### src/rtl/imm_pkg.sv
`default_nettype none
// ============================================================================
// Module      : imm_pkg
// Description : Shared types for the decode-stage immediate generator:
//               immediate format select encoding and skid-buffer occupancy
//               states.
// Revision    : 1.0 - initial release
// ============================================================================
package imm_pkg;

    // Immediate format select, as driven on imm_src by the decoder.
    typedef enum logic [2:0] {
        IMM_I     = 3'b000,
        IMM_S     = 3'b001,
        IMM_B     = 3'b010,
        IMM_J     = 3'b011,
        IMM_U     = 3'b100,
        IMM_SHAMT = 3'b101,
        IMM_Z     = 3'b110,
        IMM_ILL   = 3'b111
    } imm_src_e;

    // Number of entries held by the two-deep output skid buffer.
    typedef enum logic [1:0] {
        SKID_EMPTY = 2'd0,
        SKID_ONE   = 2'd1,
        SKID_TWO   = 2'd2
    } skid_state_e;

    localparam int ILEN_FIXED = 32;

endpackage : imm_pkg
`default_nettype wire

### src/rtl/imm_decode.sv
`default_nettype none
// ============================================================================
// Module      : imm_decode
// Description : Combinational immediate extraction for all RV32I/RV64I
//               formats, sign- or zero-extended to XLEN bits.
// Ports       : instr_i    - raw 32-bit instruction word
//               imm_src_i  - immediate format select (imm_src_e encoding)
//               imm_o      - extended immediate (0 for an illegal select)
//               err_o      - high when imm_src_i is the illegal encoding
// Revision    : 1.0 - initial release
// ============================================================================
module imm_decode
    import imm_pkg::*;
#(
    parameter int XLEN = 32
) (
    input  logic [31:0]     instr_i,
    input  logic [2:0]      imm_src_i,
    output logic [XLEN-1:0] imm_o,
    output logic            err_o
);

    // The opcode field never contributes to an immediate.
    logic w_unused_opcode;
    assign w_unused_opcode = ^instr_i[6:0];

    // Sign extension is done by casting a signed field up to XLEN bits; on
    // RV64 this also replicates instr[31] into bits 63:32 for the U format.
    always_comb begin
        imm_o = '0;
        err_o = 1'b0;
        case (imm_src_e'(imm_src_i))
            IMM_I: imm_o = XLEN'($signed(instr_i[31:20]));
            IMM_S: imm_o = XLEN'($signed({instr_i[31:25], instr_i[11:7]}));
            IMM_B: imm_o = XLEN'($signed({instr_i[31], instr_i[7],
                                          instr_i[30:25], instr_i[11:8],
                                          1'b0}));
            IMM_J: imm_o = XLEN'($signed({instr_i[31], instr_i[19:12],
                                          instr_i[20], instr_i[30:21],
                                          1'b0}));
            IMM_U: imm_o = XLEN'($signed({instr_i[31:12], 12'b0}));
            IMM_SHAMT: begin
                // RV64 shift amounts are six bits wide, RV32 five.
                if (XLEN == 64) begin
                    imm_o = XLEN'(instr_i[25:20]);
                end else begin
                    imm_o = XLEN'(instr_i[24:20]);
                end
            end
            IMM_Z: imm_o = XLEN'(instr_i[19:15]);
            default: begin
                imm_o = '0;
                err_o = 1'b1;
            end
        endcase
    end

endmodule : imm_decode
`default_nettype wire

### src/rtl/imm_gen_stage.sv
`default_nettype none
// ============================================================================
// Module      : imm_gen_stage
// Description : Registered immediate generator for the decode stage. Decodes
//               the immediate, adds it to the instruction's pc, and presents
//               the result through a two-entry skid buffer so that in_ready
//               never depends combinationally on out_ready.
// Ports       : clk, rst_n          - clock, asynchronous active-low reset
//               in_valid/in_ready   - upstream handshake (instr, imm_src, pc)
//               flush               - drop every held entry
//               out_valid/out_ready - downstream handshake
//               imm_op, pc_target,
//               imm_err             - result of the entry at the head
// Revision    : 1.0 - initial release
// ============================================================================
module imm_gen_stage
    import imm_pkg::*;
#(
    parameter int XLEN = 32,
    parameter int ILEN = 32
) (
    input  logic            clk,
    input  logic            rst_n,
    input  logic            in_valid,
    output logic            in_ready,
    input  logic [ILEN-1:0] instr,
    input  logic [2:0]      imm_src,
    input  logic [XLEN-1:0] pc,
    input  logic            flush,
    output logic            out_valid,
    input  logic            out_ready,
    output logic [XLEN-1:0] imm_op,
    output logic [XLEN-1:0] pc_target,
    output logic            imm_err
);

    if (XLEN != 32 && XLEN != 64) begin : g_bad_xlen
        $error("imm_gen_stage: XLEN must be 32 or 64");
    end
    if (ILEN != ILEN_FIXED) begin : g_bad_ilen
        $error("imm_gen_stage: ILEN must be 32");
    end

    typedef struct packed {
        logic [XLEN-1:0] imm;
        logic [XLEN-1:0] target;
        logic            err;
    } entry_t;

    skid_state_e state_q, state_d;
    entry_t      out_q,   out_d;
    entry_t      skid_q,  skid_d;

    logic [XLEN-1:0] w_imm;
    logic            w_err;
    entry_t          w_new;
    logic            w_accept;
    logic            w_pop;

    imm_decode #(
        .XLEN (XLEN)
    ) u_decode (
        .instr_i   (instr),
        .imm_src_i (imm_src),
        .imm_o     (w_imm),
        .err_o     (w_err)
    );

    // The target is formed on the input side so it travels with its entry.
    assign w_new.imm    = w_imm;
    assign w_new.target = pc + w_imm;
    assign w_new.err    = w_err;

    assign in_ready  = (state_q != SKID_TWO);
    assign out_valid = (state_q != SKID_EMPTY);
    assign w_accept  = in_valid & in_ready;
    assign w_pop     = out_valid & out_ready;

    // The output register always holds the oldest entry; the skid register
    // only ever holds the younger one while the output is stalled.
    always_comb begin
        state_d = state_q;
        out_d   = out_q;
        skid_d  = skid_q;
        if (flush) begin
            // Data registers keep their stale contents; only occupancy clears.
            state_d = SKID_EMPTY;
        end else begin
            case (state_q)
                SKID_EMPTY: begin
                    if (w_accept) begin
                        state_d = SKID_ONE;
                        out_d   = w_new;
                    end
                end
                SKID_ONE: begin
                    if (w_accept && w_pop) begin
                        out_d = w_new;
                    end else if (w_accept) begin
                        state_d = SKID_TWO;
                        skid_d  = w_new;
                    end else if (w_pop) begin
                        state_d = SKID_EMPTY;
                    end
                end
                SKID_TWO: begin
                    if (w_pop) begin
                        state_d = SKID_ONE;
                        out_d   = skid_q;
                    end
                end
                default: begin
                    state_d = SKID_EMPTY;
                end
            endcase
        end
    end

    always_ff @(posedge clk or negedge rst_n) begin
        if (!rst_n) begin
            state_q <= SKID_EMPTY;
            out_q   <= '0;
            skid_q  <= '0;
        end else begin
            state_q <= state_d;
            out_q   <= out_d;
            skid_q  <= skid_d;
        end
    end

    assign imm_op    = out_q.imm;
    assign pc_target = out_q.target;
    assign imm_err   = out_q.err;

endmodule : imm_gen_stage
`default_nettype wire

### config.mk
export PLATFORM = sky130hd
export DESIGN_NAME = imm_gen_stage
export DESIGN_NICKNAME = d
export VERILOG_FILES = /design/src/rtl/imm_pkg.sv /design/src/rtl/imm_decode.sv /design/src/rtl/imm_gen_stage.sv
export SDC_FILE = /design/constraint.sdc
export NUM_CORES = 1
export LEC_CHECK = 0
export BUFFER_PORTS_ARGS = -buffer_cell sky130_fd_sc_hd__buf_2
export CELL_PAD_IN_SITES_DETAIL_PLACEMENT = 2
export CELL_PAD_IN_SITES_GLOBAL_PLACEMENT = 2
export CORE_UTILIZATION = 33
export DETAILED_ROUTE_END_ITERATION = 10
export GPL_TIMING_DRIVEN = 0
export PLACE_DENSITY = 0.89
export RECOVER_POWER = 25
export SLEW_MARGIN = 20
export SYNTH_ARGS = -nofsm -noshare
export SYNTH_HDL_FRONTEND = slang
export SYNTH_SLANG_ARGS = --single-unit
### constraint.sdc
create_clock -name clk -period 1.95 [get_ports clk]
set_input_delay 0.39 -clock clk [delete_from_list [all_inputs] [get_ports clk]]
set_output_delay 0.39 -clock clk [all_outputs]
set_load 0.01 [all_outputs]
Word level (Yosys, flattened, before mapping)
Cells that the tools add are included.
W data, S select, Z words.
{"block": "totals", "out_inout_bits": 67, "wordCells": 50, "register_bits": 132, "inputBits": 72}
{"block": "op_classes", "n_addsub": 1, "reduce_logical": 9, "n_eq_ne": 16, "bitwise_logic": 4, "mux": 13}
{"op": "$pmux W32 S7", "n": 1}
{"op": "$mux W65", "n": 3}
{"op": "$pmux W65 S3", "n": 1}
{"op": "$add A32 B32 Y32", "n": 1}
{"op": "$mux W2", "n": 6}
{"op": "$eq A3 B3 Y1 const B", "n": 3}
{"op": "$ne A3 B3 Y1 const B", "n": 3}
{"op": "$ne A2 B2 Y1 const B", "n": 4}
{"op": "$reduce_and A4 Y1", "n": 2}
{"op": "$reduce_or A7 Y1", "n": 1}
{"op": "$eq A3 B2 Y1 const B", "n": 2}
{"op": "$pmux W2 S3", "n": 1}
{"op": "$reduce_and A5 Y1", "n": 1}
{"op": "$ne A4 B4 Y1 const B", "n": 1}
{"op": "$eq A3 B1 Y1 const B", "n": 1}
{"op": "$logic_not A3 Y1", "n": 1}
{"op": "$reduce_bool A3 Y1", "n": 1}
{"op": "$and A1 B1 Y1", "n": 2}
{"op": "$eq A2 B1 Y1 const B", "n": 1}
{"op": "$eq A2 B2 Y1 const B", "n": 1}
{"op": "$logic_not A2 Y1", "n": 1}
{"op": "$not A1 Y1", "n": 2}
{"op": "$reduce_bool A2 Y1", "n": 1}
{"op": "$logic_and A1 B1 Y1", "n": 1}
{"op": "$mux W1", "n": 1}

Logic depth before layout (Yosys ltp)
{"block": "depth", "depth_word": 7, "mapped_depth": 16, "depth_no_buf": 15}

Modules after synthesis
From an unflattened synthesis, not the netlist that was laid out.
{"block": "hier_totals", "cells_unflattened": 865, "area_unflattened_um2": 7803.7}
{"module": "imm_gen_stage", "area_per_inst_um2": 7214.4, "cells_per_inst": 783, "seq_area_each_um2": 3303.2, "n_inst": 1}
{"module": "imm_decode", "area_per_inst_um2": 589.3, "cells_per_inst": 82, "seq_area_each_um2": 0.0, "n_inst": 1}

Worst setup path after synthesis
Ideal clock, no wire load.
{"block": "synth_path", "path_kind": "input -> register", "start": "input imm_src[2]", "end": "register out_q, in the netlist pc_target[30]", "path_buffers": 1, "stages": 15, "setup_slack_ps": -1512, "setup_ps": 128, "t_required_ps": 1822, "arrival_ps": 3334, "cell_sequence": "clkbuf_1 > mux2_2 > a22oi_1 > o21ai_0 > ha_1 > inv_1 > fa_1 > nand2b_1 > a21o_1 > a31o_1 > o211a_1 > o21a_4 > nor4_1 > mux2i_1 > o21ai_0"}
{"block": "synth_via", "elab_chain_len": 5, "elab_cells_between_ends": 12, "classes_between": "add/sub: 1; eq/ne: 6; mux: 4; reduce/logical: 1"}
{"element": "start: declaration", "line_no": "imm_gen_stage.sv:27", "rtl": "input logic [2:0] imm_src,"}
{"element": "$eq A3 B3 Y1, or another cell as far along", "line_no": "imm_decode.sv:32", "rtl": "case (imm_src_e'(imm_src_i))"}
{"element": "$pmux W32 S7 *", "line_no": "imm_decode.sv:32"}
{"element": "via u_decode.imm_o[0]", "line_no": "imm_decode.sv:19", "rtl": "output logic [XLEN-1:0] imm_o,"}
{"element": "$add A32 B32 Y32 *", "line_no": "imm_gen_stage.sv:71", "rtl": "assign w_new.target = pc + w_imm;"}
{"element": "$mux W65, on equally long branches", "line_no": "imm_gen_stage.sv:97, imm_gen_stage.sv:91"}
{"element": "$pmux W65 S3 *", "line_no": "imm_gen_stage.sv:89", "rtl": "case (state_q)"}
{"element": "end signal: assignment", "line_no": "imm_gen_stage.sv:126", "rtl": "out_q <= out_d;"}
{"element": "end: declaration", "line_no": "imm_gen_stage.sv:51", "rtl": "entry_t out_q, out_d;"}
The timed path passes the listed nets; every way through them passes the cells marked *. The select of a mux whose other input is x is not followed.
A chain may end at the register's enable or synchronous reset.

Worst setup path in the final report
{"block": "layout_path", "start": "input imm_src[2]", "end": "register skid_q[27] in the netlist's numbering"}
{"block": "layout_via", "elab_chain_len": 3, "elab_cells_between_ends": 9, "classes_between": "add/sub: 1; eq/ne: 6; mux: 1; reduce/logical: 1"}
{"element": "$eq A3 B3 Y1, or another cell as far along", "line_no": "imm_decode.sv:32"}
{"element": "$pmux W32 S7 *", "line_no": "imm_decode.sv:32"}
{"element": "via u_decode.imm_o[0]", "line_no": "imm_decode.sv:19"}
{"element": "$add A32 B32 Y32 *", "line_no": "imm_gen_stage.sv:71"}
{"element": "end signal: assignment", "line_no": "imm_gen_stage.sv:127", "rtl": "skid_q <= skid_d;"}
{"element": "end: declaration", "line_no": "imm_gen_stage.sv:52", "rtl": "entry_t skid_q, skid_d;"}
The timed path passes the listed nets; every way through them passes the cells marked *.

==> reports/metrics.cfg <==
[status]
status = finished, violations left
failed_checks = negative setup slack

[timing]
period_minus_slack_ns = 3.44
smallest_hold_slack_ns = 0.298
fin_skew_ns = 0.0144
setup_slack_ns = -1.49
timing.max_slew.rel_slack = 0.399
setup_repair_after_global_routing_missed_its_margin = true
tns_ns = -68.50
max_freq_mhz = 291
endpoints_failing_setup = 110
worst_slew_pin_slew_ns = 0.901
finalHoldViolCount = 0
fin_crit_sh = 1.76
slew_violations = 0

[floorplan]
floorplan.die_area_um2 = 24000
die_x_um = 155
io_count = 139
coreArea_um2 = 22800
die_height_um = 155
row_count = 55
initial_utilization = 0.339

[clock_tree]
numCtsBuffers = 17
clk_root_buffer_cell = sky130_fd_sc_hd__clkbuf_16
clk_pin_slew_ns = 0.07
clock_tree_from_tritoncts = done
worstSkewPairLatency_ns = 0.46
cts.htree.levels = 4
total_number_of_clock_tree_sinks = 132
clockBufferDepth = 2

[global_route]
grt_start_max_net_pins = 73
antenna_found_initial = 1
global_route_wire_length_before_repair_um = 63700
grt_overflow_total = 0
grt_use_total = 0.360
grt_pass1_vias = 9893

[place]
finalWeightedCongestion = 0.901
dp_hpwl_um = 23700
port-buffer-count = 131
place_inst = 1381
placement.cell_area_um2 = 9050

[pwr]
power_density_nw_per_um2 = 1020
ir_drop_uv = 625
leakage_dissipation_nw = 5.26

[route]
wl_um = 48600
detailroute.via_count = 9101
drt-vias-per-instance = 6.24
drt-pass1-iter-count = 5
remaining_drc_errors = 0
detailedRoute.firstIterationViolations = 701
routed_wire_length_per_instance_um = 33.3
ant_nets_after_route = 0

[cells_and_area]
final_design_area_no_fill_um2 = 11000
layout.nets = 1238
fillers = 2394
mostFrequentLayoutCells = 175 x sky130_fd_sc_hd__nand2_1, 132 x sky130_fd_sc_hd__dfrtp_1, 128 x sky130_fd_sc_hd__buf_2
layout_commonest_cell = sky130_fd_sc_hd__nand2_1
flow.area_growth_from_synthesis_pct = 42.8
utilization = 0.483
drive_above_1_share = 0.365
finish.cell_count_without_fillers = 1458
insertedDiodeCount = 0

[synthesis]
post_synth_inst_count = 936
syn_area_per_cell_um2 = 8.24
synth_warnings = 0
yosysUniqueCellTypes = 61
syn_area_um2 = 7710
postSynthNetCount = 1040
synth_enable_flop_cells = 0
seq_cells_post_synth = 132
async_reset_ff_frac = 1.00
seq_area_frac_synth = 0.428
synth_flop_type = sky130_fd_sc_hd__dfrtp_1

[setup_path]
cp_data_required_time_ns = 2.29
worst-setup-path-type = input port to flop
critPathArrivalTime_ns = 3.77
setup.worst_path.start_class = input port
crit_fanout = 7
endpoint_kind = flop

[worst_hold_path]
hold_path.class = input port to flop

[job]
maxCapViolations = 0

==> per-stage QoR <==
step	worst slack, ns	power [mW]
final	-1.49	11.2
after global routing	-1.52	11.5
after CTS	-1.22	10.2
after detailed placement	-2.14	6.47
after global placement	-2.07	6.29
after floorplan	-1.25	5.36
==> worst max-delay path, cell delays in order <==
cell and delay [ns]:
sky130_fd_sc_hd__buf_8 0.11, sky130_fd_sc_hd__clkbuf_16 0.15, sky130_fd_sc_hd__mux2_4 0.20, sky130_fd_sc_hd__a22oi_2 0.08
sky130_fd_sc_hd__o21ai_2 0.26, sky130_fd_sc_hd__ha_2 0.27, sky130_fd_sc_hd__inv_2 0.06, sky130_fd_sc_hd__fa_2 0.36
sky130_fd_sc_hd__nand2b_4 0.16, sky130_fd_sc_hd__a21o_1 0.21, sky130_fd_sc_hd__a31o_4 0.24, sky130_fd_sc_hd__o211a_4 0.27
sky130_fd_sc_hd__o21a_4 0.28, sky130_fd_sc_hd__nor4_4 0.36, sky130_fd_sc_hd__a311oi_2 0.09, sky130_fd_sc_hd__o21ai_1 0.26
==> sequential cells by signal (all words and copies together), names as in the netlist <==
name	flops
imm_op	32
state_q	2
pc_target	32
imm_err	1
skid_q	65
==> report_power, final <==
part           switching (mW)  total (mW)  internal [mW]
clock network            1.50        3.37           1.87
registers               0.566        3.97           3.40
logic                    2.45        3.86           1.41
==> synth_stat cells (3+ instances only) <==
master                       n  share of area
sky130_fd_sc_hd__mux2i_1     9          0.012
sky130_fd_sc_hd__a211oi_1    7         0.0068
sky130_fd_sc_hd__clkbuf_1   52          0.025
sky130_fd_sc_hd__ha_1       31          0.050
sky130_fd_sc_hd__o21a_1     12          0.012
sky130_fd_sc_hd__nand3_1     8         0.0052
sky130_fd_sc_hd__and3_1     15          0.012
sky130_fd_sc_hd__a31oi_1    11         0.0089
sky130_fd_sc_hd__nand2_1   183          0.089
sky130_fd_sc_hd__nand2b_1   12         0.0097
sky130_fd_sc_hd__nand4_1     7         0.0057
sky130_fd_sc_hd__o21bai_1    3         0.0029
sky130_fd_sc_hd__xnor2_1    17          0.019
sky130_fd_sc_hd__nor2_1     67          0.033
sky130_fd_sc_hd__a22o_1      4         0.0045
sky130_fd_sc_hd__or2_2       6         0.0049
sky130_fd_sc_hd__nor3_1      5         0.0032
sky130_fd_sc_hd__o22a_1      8         0.0091
sky130_fd_sc_hd__nor2b_1     9         0.0073
sky130_fd_sc_hd__dfrtp_1   132           0.43
sky130_fd_sc_hd__o211ai_1    5         0.0049
sky130_fd_sc_hd__a21oi_1   107          0.069
sky130_fd_sc_hd__o21ai_1     5         0.0032
sky130_fd_sc_hd__xor2_1     11          0.012
sky130_fd_sc_hd__a21o_1     15          0.015
sky130_fd_sc_hd__inv_1      31          0.015
sky130_fd_sc_hd__o21ai_0   118          0.077
==> routing by layer <==
| layer | part of all wire | global-route usage | wire, um | up-vias |
|---|---|---|---|---|
| li1 | - | - | - | 3629 |
| met1 | 0.37 | 0.427 | 18200 | 4616 |
| met2 | 0.47 | 0.609 | 22900 | 606 |
| met3 | 0.076 | 0.0649 | 3700 | 250 |
| met4 | 0.079 | 0.219 | 3840 | 0 |
| met5 | 0 | 0 | 0 | - |
==> final cells by class <==
| class | instances | area [um^2] | share of cell area |
|---|---|---|---|
| buffer | 53 | 398 | 0.0361 |
| clock buffer | 18 | 429 | 0.0390 |
| clock inverter | 12 | 134 | 0.0122 |
| multi-input combinational | 713 | 5080 | 0.462 |
| tap | 313 | 392 | 0.0356 |
| sequential | 132 | 3300 | 0.300 |
| inverter | 31 | 119 | 0.0108 |
| timing repair buffer | 186 | 1150 | 0.105 |
==> what timing repair did <==
item,in CTS,in global routing
setup buffers,31,21
pin swaps,43,40
setup endpoints to repair,113,111
hold buffers,1,0
resized for setup,167,107
hold endpoints to repair,60,0
cloned,1,0
==> final timing paths <==
path | startpoint | to | slack (ns) | depth (start not counted)
worst max-delay path | imm_src[2] | skid_q[27] | -1.49 | 16
worst min-delay path | flush | state_q[0] | 0.30 | 2
worst max register to register | state_q[1] | pc_target[8] | -0.52 | 8
worst min register to register | imm_op[26] | imm_op[26] | 0.49 | 2
max in group asynchronous | rst_n | imm_op[0] | 0.19 | 3
min in group asynchronous | rst_n | imm_op[21] | 0.63 | 2
==> cell families after synthesis <==
kind of cell             share of synthesized area
multiplexers                                0.0146
adder cells (fa/ha/maj)                     0.0529
XOR/XNOR                                    0.0318
AND/OR/NAND/NOR                              0.180
AO/OA/AOI/OAI                                0.243
flip-flops                                   0.428
buffers and inverters                       0.0491
No activity file was read; power rests on OpenSTA's default activity.
